File: src/rtl/round_robin_arbiter.sv
// round_robin_arbiter: N-requester round-robin arbiter with one-hot grant and rotating priority pointer.
// Latency: grant is combinational (zero cycles); one cycle when RR_GNT_REG_EN is defined (registered grant).
// Backpressure: none; arbitration and pointer movement happen only in cycles with i_en high.
//
// Parameters:
//   N    - number of requesters (N >= 2)
//   TYPE - 0: pointer advances by one every enabled cycle
//          1: pointer moves to just past the winner (advances by one when idle)
// Ports:
//   i_clk   - clock, rising edge
//   i_rstn  - asynchronous reset, active HIGH despite the name
//   i_en    - arbitration enable
//   i_req   - request vector, bit i = requester i
//   o_gnt   - grant vector, one-hot or zero
// Optional build macro: RR_GNT_REG_EN registers o_gnt.
module round_robin_arbiter #(
  parameter int N    = 8,
  parameter int TYPE = 1
) (
  input  logic         i_clk,
  input  logic         i_rstn,
  input  logic         i_en,
  input  logic [N-1:0] i_req,
  output logic [N-1:0] o_gnt
);

  localparam int M = $clog2(N);

  // N always fits in M+1 bits, which is what the modulo-N wrap needs.
  localparam logic [M:0]   N_W  = (M+1)'(N);
  localparam logic [M-1:0] PMAX = M'(N-1);
  localparam logic [N-1:0] ONE  = {{(N-1){1'b0}}, 1'b1};

  generate
    if (TYPE != 0 && TYPE != 1) begin : g_bad_type
      $error("round_robin_arbiter: TYPE must be 0 or 1");
    end
  endgenerate

  logic [M-1:0] ptr;
  logic [M-1:0] ptr_nxt;
  logic [N-1:0] req_rot;
  logic [M-1:0] pos;
  logic         found;
  logic [M:0]   win_sum;
  logic [M-1:0] win;
  logic [M-1:0] win_inc;
  logic [M-1:0] ptr_inc;
  logic [N-1:0] gnt_c;

  // Rotate requests so bit 0 is the requester at ptr; the first set bit
  // from the bottom is then the first hit in the circular search order.
  assign req_rot = N'({i_req, i_req} >> ptr);

  always_comb begin
    found = 1'b0;
    pos   = '0;
    for (int k = 0; k < N; k++) begin
      if (!found && req_rot[k]) begin
        found = 1'b1;
        pos   = M'(k);
      end
    end
  end

  // Undo the rotation: winner = (ptr + pos) mod N.
  assign win_sum = {1'b0, ptr} + {1'b0, pos};
  assign win     = (win_sum >= N_W) ? M'(win_sum - N_W) : M'(win_sum);

  assign gnt_c   = (i_en && found) ? (ONE << win) : '0;

  // Explicit compare-to-max keeps ptr inside 0..N-1 for non-power-of-two N.
  assign ptr_inc = (ptr == PMAX) ? '0 : ptr + 1'b1;
  assign win_inc = (win == PMAX) ? '0 : win + 1'b1;

  always_comb begin
    ptr_nxt = ptr_inc;
    if (TYPE == 1 && found) begin
      ptr_nxt = win_inc;
    end
  end

  always_ff @(posedge i_clk or posedge i_rstn) begin
    if (i_rstn) begin
      ptr <= '0;
    end else if (i_en) begin
      ptr <= ptr_nxt;
    end
  end

`ifdef RR_GNT_REG_EN
  logic [N-1:0] gnt_q;

  // gnt_c is already zero when i_en is low, so idle edges clear the grant.
  always_ff @(posedge i_clk or posedge i_rstn) begin
    if (i_rstn) begin
      gnt_q <= '0;
    end else begin
      gnt_q <= gnt_c;
    end
  end

  assign o_gnt = gnt_q;
`else
  assign o_gnt = gnt_c;
`endif

endmodule

File: config.mk
export PLATFORM = sky130hd
export DESIGN_NAME = round_robin_arbiter
export DESIGN_NICKNAME = d
export VERILOG_FILES = /design/src/rtl/round_robin_arbiter.sv
export SDC_FILE = /design/constraint.sdc
export NUM_CORES = 1
export LEC_CHECK = 0
export CORE_MARGIN = 2
export CORE_UTILIZATION = 45
export DETAILED_ROUTE_END_ITERATION = 10
export PLACE_DENSITY = 0.74
export SYNTH_ARGS = -nofsm -noshare
export SYNTH_HDL_FRONTEND = slang
export SYNTH_SLANG_ARGS = --single-unit
File: constraint.sdc
create_clock -name i_clk -period 5.5 [get_ports i_clk]
set_input_delay 1.1 -clock i_clk [delete_from_list [all_inputs] [get_ports i_clk]]
set_output_delay 1.1 -clock i_clk [all_outputs]
set_load 0.03 [all_outputs]
# Word level (Yosys, flattened, before mapping)
# Index checks and enable logic that the tools add are counted.
[totals]
reg_bits = 3
latchBits = 0
ram_bits = 0
rom_bits = 0
word_cells = 45
mem_count = 0
[classes]
n_addsub = 4
multipliers = 0
div_mod_pow = 0
magnitude_cmp = 1
eq_ne = 2
shift = 2
mux = 20
bitwise_logic = 0
reduce_logical = 15
[ops]
columns = ["operator", "n"]
rows = [
  ["$mux 3", 9],
  ["$shr 16x3->8", 1],
  ["$mux 1", 9],
  ["$logic_and 1x1->1", 8],
  ["$mux 8", 1],
  ["$shl 1x3->8 const A", 1],
  ["$logic_not 1->1", 7],
  ["$add 3x1->3 const B", 2],
  ["$eq 3x3->1 const B", 2],
  ["$add 3x3->4", 1],
  ["$ge 4x4->1 const B", 1],
  ["$sub 3x1->3 const B", 1],
  ["$mux 2", 1],
]

# Logic depth before layout (Yosys ltp)
# Gate-level depths: netlist of run 1.
[depth]
depth_word = 29
mapped_depth = 17
mapped_depth_nobuf = 14

# Worst setup path before layout of run 1
# OpenSTA, ideal clock, no wires.
[synth_timing]
path_type = "input to output"
from = "input port i_req[2]"
to = "output port o_gnt[7]"
t_arrival_ns = 3.847
required_time_ns = 4.400
slack_ns = 0.553
path_stages = 13
n_path_buf = 0
cell_sequence = "and2_1 or4_1 a211o_1 nand2_1 a21o_1 ha_1 inv_1 fa_1 xnor2_1 xnor2_1 ha_1 nand2_1 nor2_1"
[synth_via]
elab_chain_len = 28
word_cells_on_any_way = 37
classes_between = "add/sub: 2; order compare: 1; shift: 2; mux: 17; reduce/logical: 15"
[synth_lines]
columns = ["element", "line_no", "text"]
rows = [
  ["from (decl)", "23", "input logic [N-1:0] i_req,"],
  ["$shr 16x3->8 (*)", "53", "assign req_rot = N'({i_req, i_req} >> ptr);"],
  ["$mux 1", "59", "if (!found && req_rot[k]) begin"],
  ["$logic_not 1->1", "59", ""],
  ["$logic_and 1x1->1", "59", ""],
  ["$mux 1", "59", ""],
  ["$logic_not 1->1", "59", ""],
  ["$logic_and 1x1->1", "59", ""],
  ["$mux 1", "59", ""],
  ["[12 not listed]", "--", ""],
  ["$logic_not 1->1", "59", ""],
  ["$logic_and 1x1->1", "59", ""],
  ["$mux 3", "59", ""],
  ["$add 3x3->4", "67", "assign win_sum = {1'b0, ptr} + {1'b0, pos};"],
  ["$ge 4x4->1 / $sub 3x1->3 (equally long branches)", "68", "assign win = (win_sum >= N_W) ? M'(win_sum - N_W) : M'(win_sum);"],
  ["$mux 3", "68", ""],
  ["$shl 1x3->8", "70", "assign gnt_c = (i_en && found) ? (ONE << win) : '0;"],
  ["$mux 8 (*)", "70", ""],
  ["to (decl)", "24", "output logic [N-1:0] o_gnt"],
]
# Every way passes the cells marked *; elsewhere a longest branch is shown, timed or not.

# Final worst setup path of run 1
[layout_timing]
from = "input port i_req[1]"
to = "output port o_gnt[7]"
# Same word-level chain as after synthesis.

==> summary.md, run 1 <==
| Metric | Value |
|---|---|
| Number of flip-flops in the largest register | 3 |
| Post-synth EDFFs | 0 |
| Seq/Total Area, Yosys | 0.0711 |
| PwrDens | 722 nW/um2 |
| Nets | 167 |
| CTS Root Buffer Type | clkbuf_4 |
| N_diodes | 0 |
| Remaining antenna violation count | 0 |
| Clk Latency, worst-skew pair | 0.23 ns |
| Max-slew violation count | 0 |
| Worst-path fanout max | 8 |
| Actual slew at the worst max-slew pin | 0.910 ns |
| Initial antenna violation count | 0 |
| Hold Buf Count CTS | 0 |
| Yosys top cell by area | mux4_2 |
| Synth unique cells | 41 |
| Yosys top cell area share | 0.149 |
| Vias/cell | 6.09 |
| Reg-to-reg endpoint | ptr[2] |
| Avg Cell Area, Syn | 8.32 um2 |
| Initial Util | 0.477 |
| Die W | 52.4 um |
| Static leakage | 0.614 nW |
| Endpoints failing setup | 0 |
| Synthesized area | 1060 um2 |
| GR Layer Usage met1 | 0.282 |
| Port-buffer cells | 18 |
| DIE AREA | 2750 um2 |
| Core area | 2210 um2 |
| 1st-iter DRT viols | 35 |
| Area growth syn-to-layout | 23.6% |
| Gpl congestion | 0.791 |
| Clock slew at reported path FFs | 0.04 ns |
| Top flop regs | ptr x3 |
| Top_reg_cell synth | dfrtp_1 |
| CTS tree | done |
| RSZ-0062 raised after global routing | no |
| Commonest non-fill, non-tap cell in the layout | nand2_1 |
| Rows | 17 |
| Overflow after GRT | 0 |
| Post-Layout Inst Area | 1310 um2 |
| Share of layout cells above drive strength 1 | 0.219 |
| Class of the worst hold path | in2async |
| TritonCTS Buffers | 3 |
| Detailed Routing Iterations Pass 1 | 5 |
| FF-to-FF setup slack | 1.45 ns |
| Maximum VDD drop | 518 uV |
| Clk buf depth | 2 |
| First-pass GRT wire length | 4.24 mm |
| Most frequent cells in the layout | nand2_1, buf_4, a21oi_1 |
| Post-synth ARST share | 1.00 |
| FMAX | 196 MHz |
| Status | finished clean |
| M2 GR Usage | 0.342 |
| CP Data Required Time | 4.40 ns |
| Vias in the first global route | 930 |
| Startpoint types | primary input |
| Overall die height | 52.4 um |
| Fin. Hold Viols | 0 |
| # IOs | 19 |
| YS warnings | 0 |
| Overall Power | 943 uW |
| Syn Nets | 147 |
| CP Capture Type | primary output |
| CTS sink count | 3 |
| FF+latch count, synth | 3 |
| Drt total wl | 2.56 mm |
| Max Cap Viol | 0 |
| Reg2Reg Depth | 13 |
| Pin count of the biggest net entering global routing | 27 |
| GR Util All Layers | 0.205 |
| Rel. slew slack | 0.393 |
| Reg2reg start | ptr[0] |
| Final min period | 5.10 ns |
| Top cells by area, synth | mux4_2, ha_1, dfrtp_1, a21oi_1, nand2_1 |
| Largest Register | ptr |
| Avg WL per Cell | 14.7 um |
| H-tree Lvls | 1 |
| DP Wirelength | 1.98 mm |
| Via count | 1060 |
| DRC | 0 |
| Arr. time, crit path | 4.00 ns |
| Synth Instances | 127 |
| Final worst path period share | 0.927 |
| Met3 Resource Use GR | 0.0200 |
| Setup CP Type | in2out |
| Setup Skew | 0.00151 ns |
| DP Area | 1240 um2 |
| GRT Max-Usage Layer | met2 |
-- worst max-delay path by stage --
stage | slack (ns) | cells past startpoint | from | end
after floorplan | 0.55 | 13 | i_req[2] | o_gnt[7]
after global placement | 0.02 | 14 | i_req[1] | o_gnt[7]
after detailed placement | -0.02 | 14 | i_req[1] | o_gnt[7]
after CTS | 0.02 | 14 | i_req[1] | o_gnt[7]
after global routing | 0.13 | 14 | ptr[0] | o_gnt[7]
final | 0.40 | 13 | i_req[1] | o_gnt[7]
-- worst max-delay path: stages --
cell and delay [ns]:
dlymetal6s2s_1 0.26, mux2i_1 0.16, mux4_2 0.55, nand2_1 0.10, nand3_1 0.08, a311o_1 0.39, fa_1 0.47, xnor2_2 0.26
xnor2_1 0.15, ha_1 0.16, nand2_1 0.05, nor2_1 0.10, buf_4 0.16
-- cells by family (layout without fill, tap and decap cells) --
group                    after synthesis  in the layout  synth area share
AND/OR/NAND/NOR                       41             41             0.213
AO/OA/AOI/OAI                         39             39             0.262
multiplexers                          16             16             0.248
buffers and inverters                 16             35            0.0675
adder cells (fa/ha/maj)                9              9             0.114
XOR/XNOR                               3              3            0.0249
flip-flops                             3              3            0.0711
-- report_power, final --
group          switching (mW)  internal, mW
logic                   0.431         0.372
clock network          0.0100        0.0271
registers              0.0678        0.0347
-- metal layers --
metal  part of all wire  wire length (um)
met3              0.039                99
met1               0.45              1160
met4                  0                 0
met5                  0                 0
met2               0.51              1300
-- per-stage QoR --
step | instances | TNS [ns] | hold WS, ns | setup WS [ns] | utilization
global route | 174 | 0 | 1.03 | 0.126 | 0.590
detailed placement | 169 | -0.0210 | 1.11 | -0.0210 | 0.561
floorplan | 127 | 0 | 0.776 | 0.553 | -
finish | 174 | 0 | 1.03 | 0.400 | 0.590
CTS | 173 | 0 | 1.03 | 0.0250 | 0.576
global placement | 169 | 0 | 1.10 | 0.0164 | 0.561
-- final cells by class --
type / count / area (um2)
Inverter: 8 / 30.0
Sequential cell: 3 / 75.1
Fill cell: 217 / 907
Tap cell: 28 / 35.0
Multi-Input combinational cell: 108 / 921
Timing Repair Buffer: 23 / 218
Clock buffer: 4 / 26.3
-- cells in the mapped netlist, drive strengths merged, types with 4 or more instances --
cell type	number
o21ai	4
buf	5
nand2	16
mux4	7
mux2i	7
o211ai	4
nor2	4
nand3	7
ha	8
a211o	4
a21oi	12
inv	7
-- timing repair --
action | 4_1_cts | 5_1_grt
cloned | 0 | 0
pin swaps | 0 | 1
setup buffers | 0 | 1
endpoints found under the setup margin | 1 | 6
gates resized for setup | 1 | 10
(Power assumes the default switching activity.)
==> inputs of run 2 (changes only) <==
SLEW_MARGIN = 25   (was unset)
==> results of run 2 <==
The final DEF is identical to that of run 1; final timing and power are the same.
==> inputs of run 3 (changes only) <==
ABC_AREA = 0   (was unset)
CORE_ASPECT_RATIO = 1.75   (was unset)
RECOVER_POWER = 100   (was unset)
==> summary.md, run 3 (synthesis gave the netlist of run 1 again) <==
| Metric | Value |
|---|---|
| Met3 Resource Use GR | 0.0292 (+0.00922) |
| Die W | 40.6 um (-23%) |
| Hold EP | ptr[0] |
| Status | finished clean |
| Initial Util | 0.470 (-0.00692) |
| Gpl congestion | 0.829 (+4.8%) |
| Hold Path Depth | 2 |
| Initial antenna violation count | 0 (unchanged) |
| Number of flip-flops in the largest register | 3 (unchanged) |
| Clk buf depth | 2 (unchanged) |
| Top flop regs | ptr x3 |
| Detailed Routing Iterations Pass 1 | 4 (-1) |
| Hold Buf Count CTS | 0 (unchanged) |
| Worst-path fanout max | 8 (unchanged) |
| # IOs | 19 (unchanged) |
| Setup Skew | 0.000293 ns (-0.00122 ns) |
| GRT Max-Usage Layer | met2 |
| DRC | 0 (unchanged) |
| First-pass GRT wire length | 4.34 mm (+2.5%) |
| Endpoints failing setup | 0 (unchanged) |
| Actual slew at the worst max-slew pin | 0.945 ns (+0.0347 ns) |
| Avg WL per Cell | 16.4 um (+11%) |
| Arr. time, crit path | 4.04 ns (+0.04 ns) |
| Nets | 164 (-1.8%) |
| Reg2reg start | ptr[0] |
| Remaining antenna violation count | 0 (unchanged) |
| FMAX | 195 MHz (-0.75%) |
| Rel. slew slack | 0.370 (-0.0231) |
| Max-slew violation count | 0 (unchanged) |
| Pin count of the biggest net entering global routing | 27 (unchanged) |
| Largest Register | ptr |
| Hold Startpoint | ptr[0] |
| TritonCTS Buffers | 3 (unchanged) |
| Port-buffer cells | 18 (unchanged) |
| N_diodes | 0 (unchanged) |
| Most frequent cells in the layout | nand2_1, a21oi_1, ha_1, clkbuf_1 |
| Core area | 2240 um2 (+1.5%) |
| CP Capture Type | primary output |
| Final worst path period share | 0.934 (+0.00704) |
| Drt total wl | 2.76 mm (+7.6%) |
| H-tree Lvls | 1 (unchanged) |
| CTS Root Buffer Type | clkbuf_8 |
| Setup TNS | 0 ns (unchanged) |
| DIE AREA | 2770 um2 (+0.57%) |
| DP Wirelength | 2.11 mm (+7.0%) |
| FF-to-FF setup slack | 1.45 ns (about the same) |
| Rows | 23 (+6) |
| CTS tree | done |
| Final min period | 5.14 ns (+0.0387 ns) |
| Clk Latency, worst-skew pair | 0.21 ns (-0.02 ns) |
| M2 GR Usage | 0.425 (+0.0829) |
| Reg-to-reg endpoint | ptr[2] |
| Reg2Reg Depth | 13 (unchanged) |
| CP Data Required Time | 4.40 ns (about the same) |
| GR Util All Layers | 0.220 (+0.0146) |
| Vias/cell | 6.35 (+4.3%) |
| Setup crit start | i_req[4] |
| Overflow after GRT | 0 (unchanged) |
| Startpoint types | primary input |
| Fin. Hold Viols | 0 (unchanged) |
| Max Cap Viol | 0 (unchanged) |
| Fill cells | 226 (+4.1%) |
| GR Layer Usage met1 | 0.231 (-0.0511) |
| Area growth syn-to-layout | 20.0% |
| Clock slew at reported path FFs | 0.03 ns (about the same) |
| 1st-iter DRT viols | 39 (+11%) |
| Overall die height | 68.1 um (+30%) |
| Setup CP Type | in2out |
| Via count | 1067 (+0.66%) |
| Share of layout cells above drive strength 1 | 0.154 (-0.0653) |
| CTS sink count | 3 (unchanged) |
| Commonest non-fill, non-tap cell in the layout | nand2_1 |
| RSZ-0062 raised after global routing | no |
| Vias in the first global route | 998 (+7.3%) |
| Class of the worst hold path | reg2reg |
run 3: cell type report:
| cell class | count | area (um2) | area share |
|---|---|---|---|
| multi-input cells | 108 | 935 | 0.737 |
| repair buffers | 20 | 151 | 0.119 |
| flip-flops and latches | 3 | 75.1 | 0.0592 |
| clock buffers | 4 | 45.0 | 0.0355 |
| well taps | 25 | 31.3 | 0.0247 |
| inverters | 8 | 30.0 | 0.0237 |
run 3: how the worst max path moves through the flow:
stage / endpoint / slack (ns)
2_1_floorplan: o_gnt[7] / 0.55
5_1_grt: o_gnt[7] / 0.07
3_5_place_dp: o_gnt[7] / 0.002
3_3_place_gp: o_gnt[7] / 0.05
4_1_cts: o_gnt[7] / 0.03
6_report: o_gnt[2] / 0.36
run 3: critical path: stages:
cell	delay (ns)
dlymetal6s2s_1	0.20
mux2_1	0.35
o31ai_1	0.23
a21boi_0	0.13
o32a_1	0.36
a21o_1	0.17
ha_1	0.17
inv_1	0.06
fa_1	0.46
inv_1	0.11
ha_1	0.14
nand2_1	0.07
a21oi_1	0.14
clkbuf_1	0.33
run 3: per-layer routing:
layer,wire (um),vias to the layer above
li1,-,519
met3,125,6
met5,0,-
met2,1590,34
met4,51,0
met1,996,508
run 3: repair_timing:
item | in CTS | in global routing
buffers inserted | 0 | 0
setup endpoints to repair | 1 | 8
resized for setup | 1 | 10
endpoints found under the hold margin | 0 | 0
run 3: per-stage QoR:
step | worst slack [ns] | cells | instance area, um2 | hold WS [ns] | utilization
5_1_grt | 0.0748 | 168 | 1270 | 1.22 | 0.565
3_5_place_dp | 0.00201 | 164 | 1220 | 1.15 | 0.544
6_report | 0.362 | 168 | 1270 | 1.16 | 0.565
2_1_floorplan | 0.553 | 127 | 1060 | 0.776 | -
4_1_cts | 0.0260 | 168 | 1270 | 1.05 | 0.567
3_3_place_gp | 0.0534 | 164 | 1220 | 1.13 | 0.544
Power of run 3 is not shown: default switching activity piles up to over one toggle a cycle in this logic, so the estimate is an artifact.
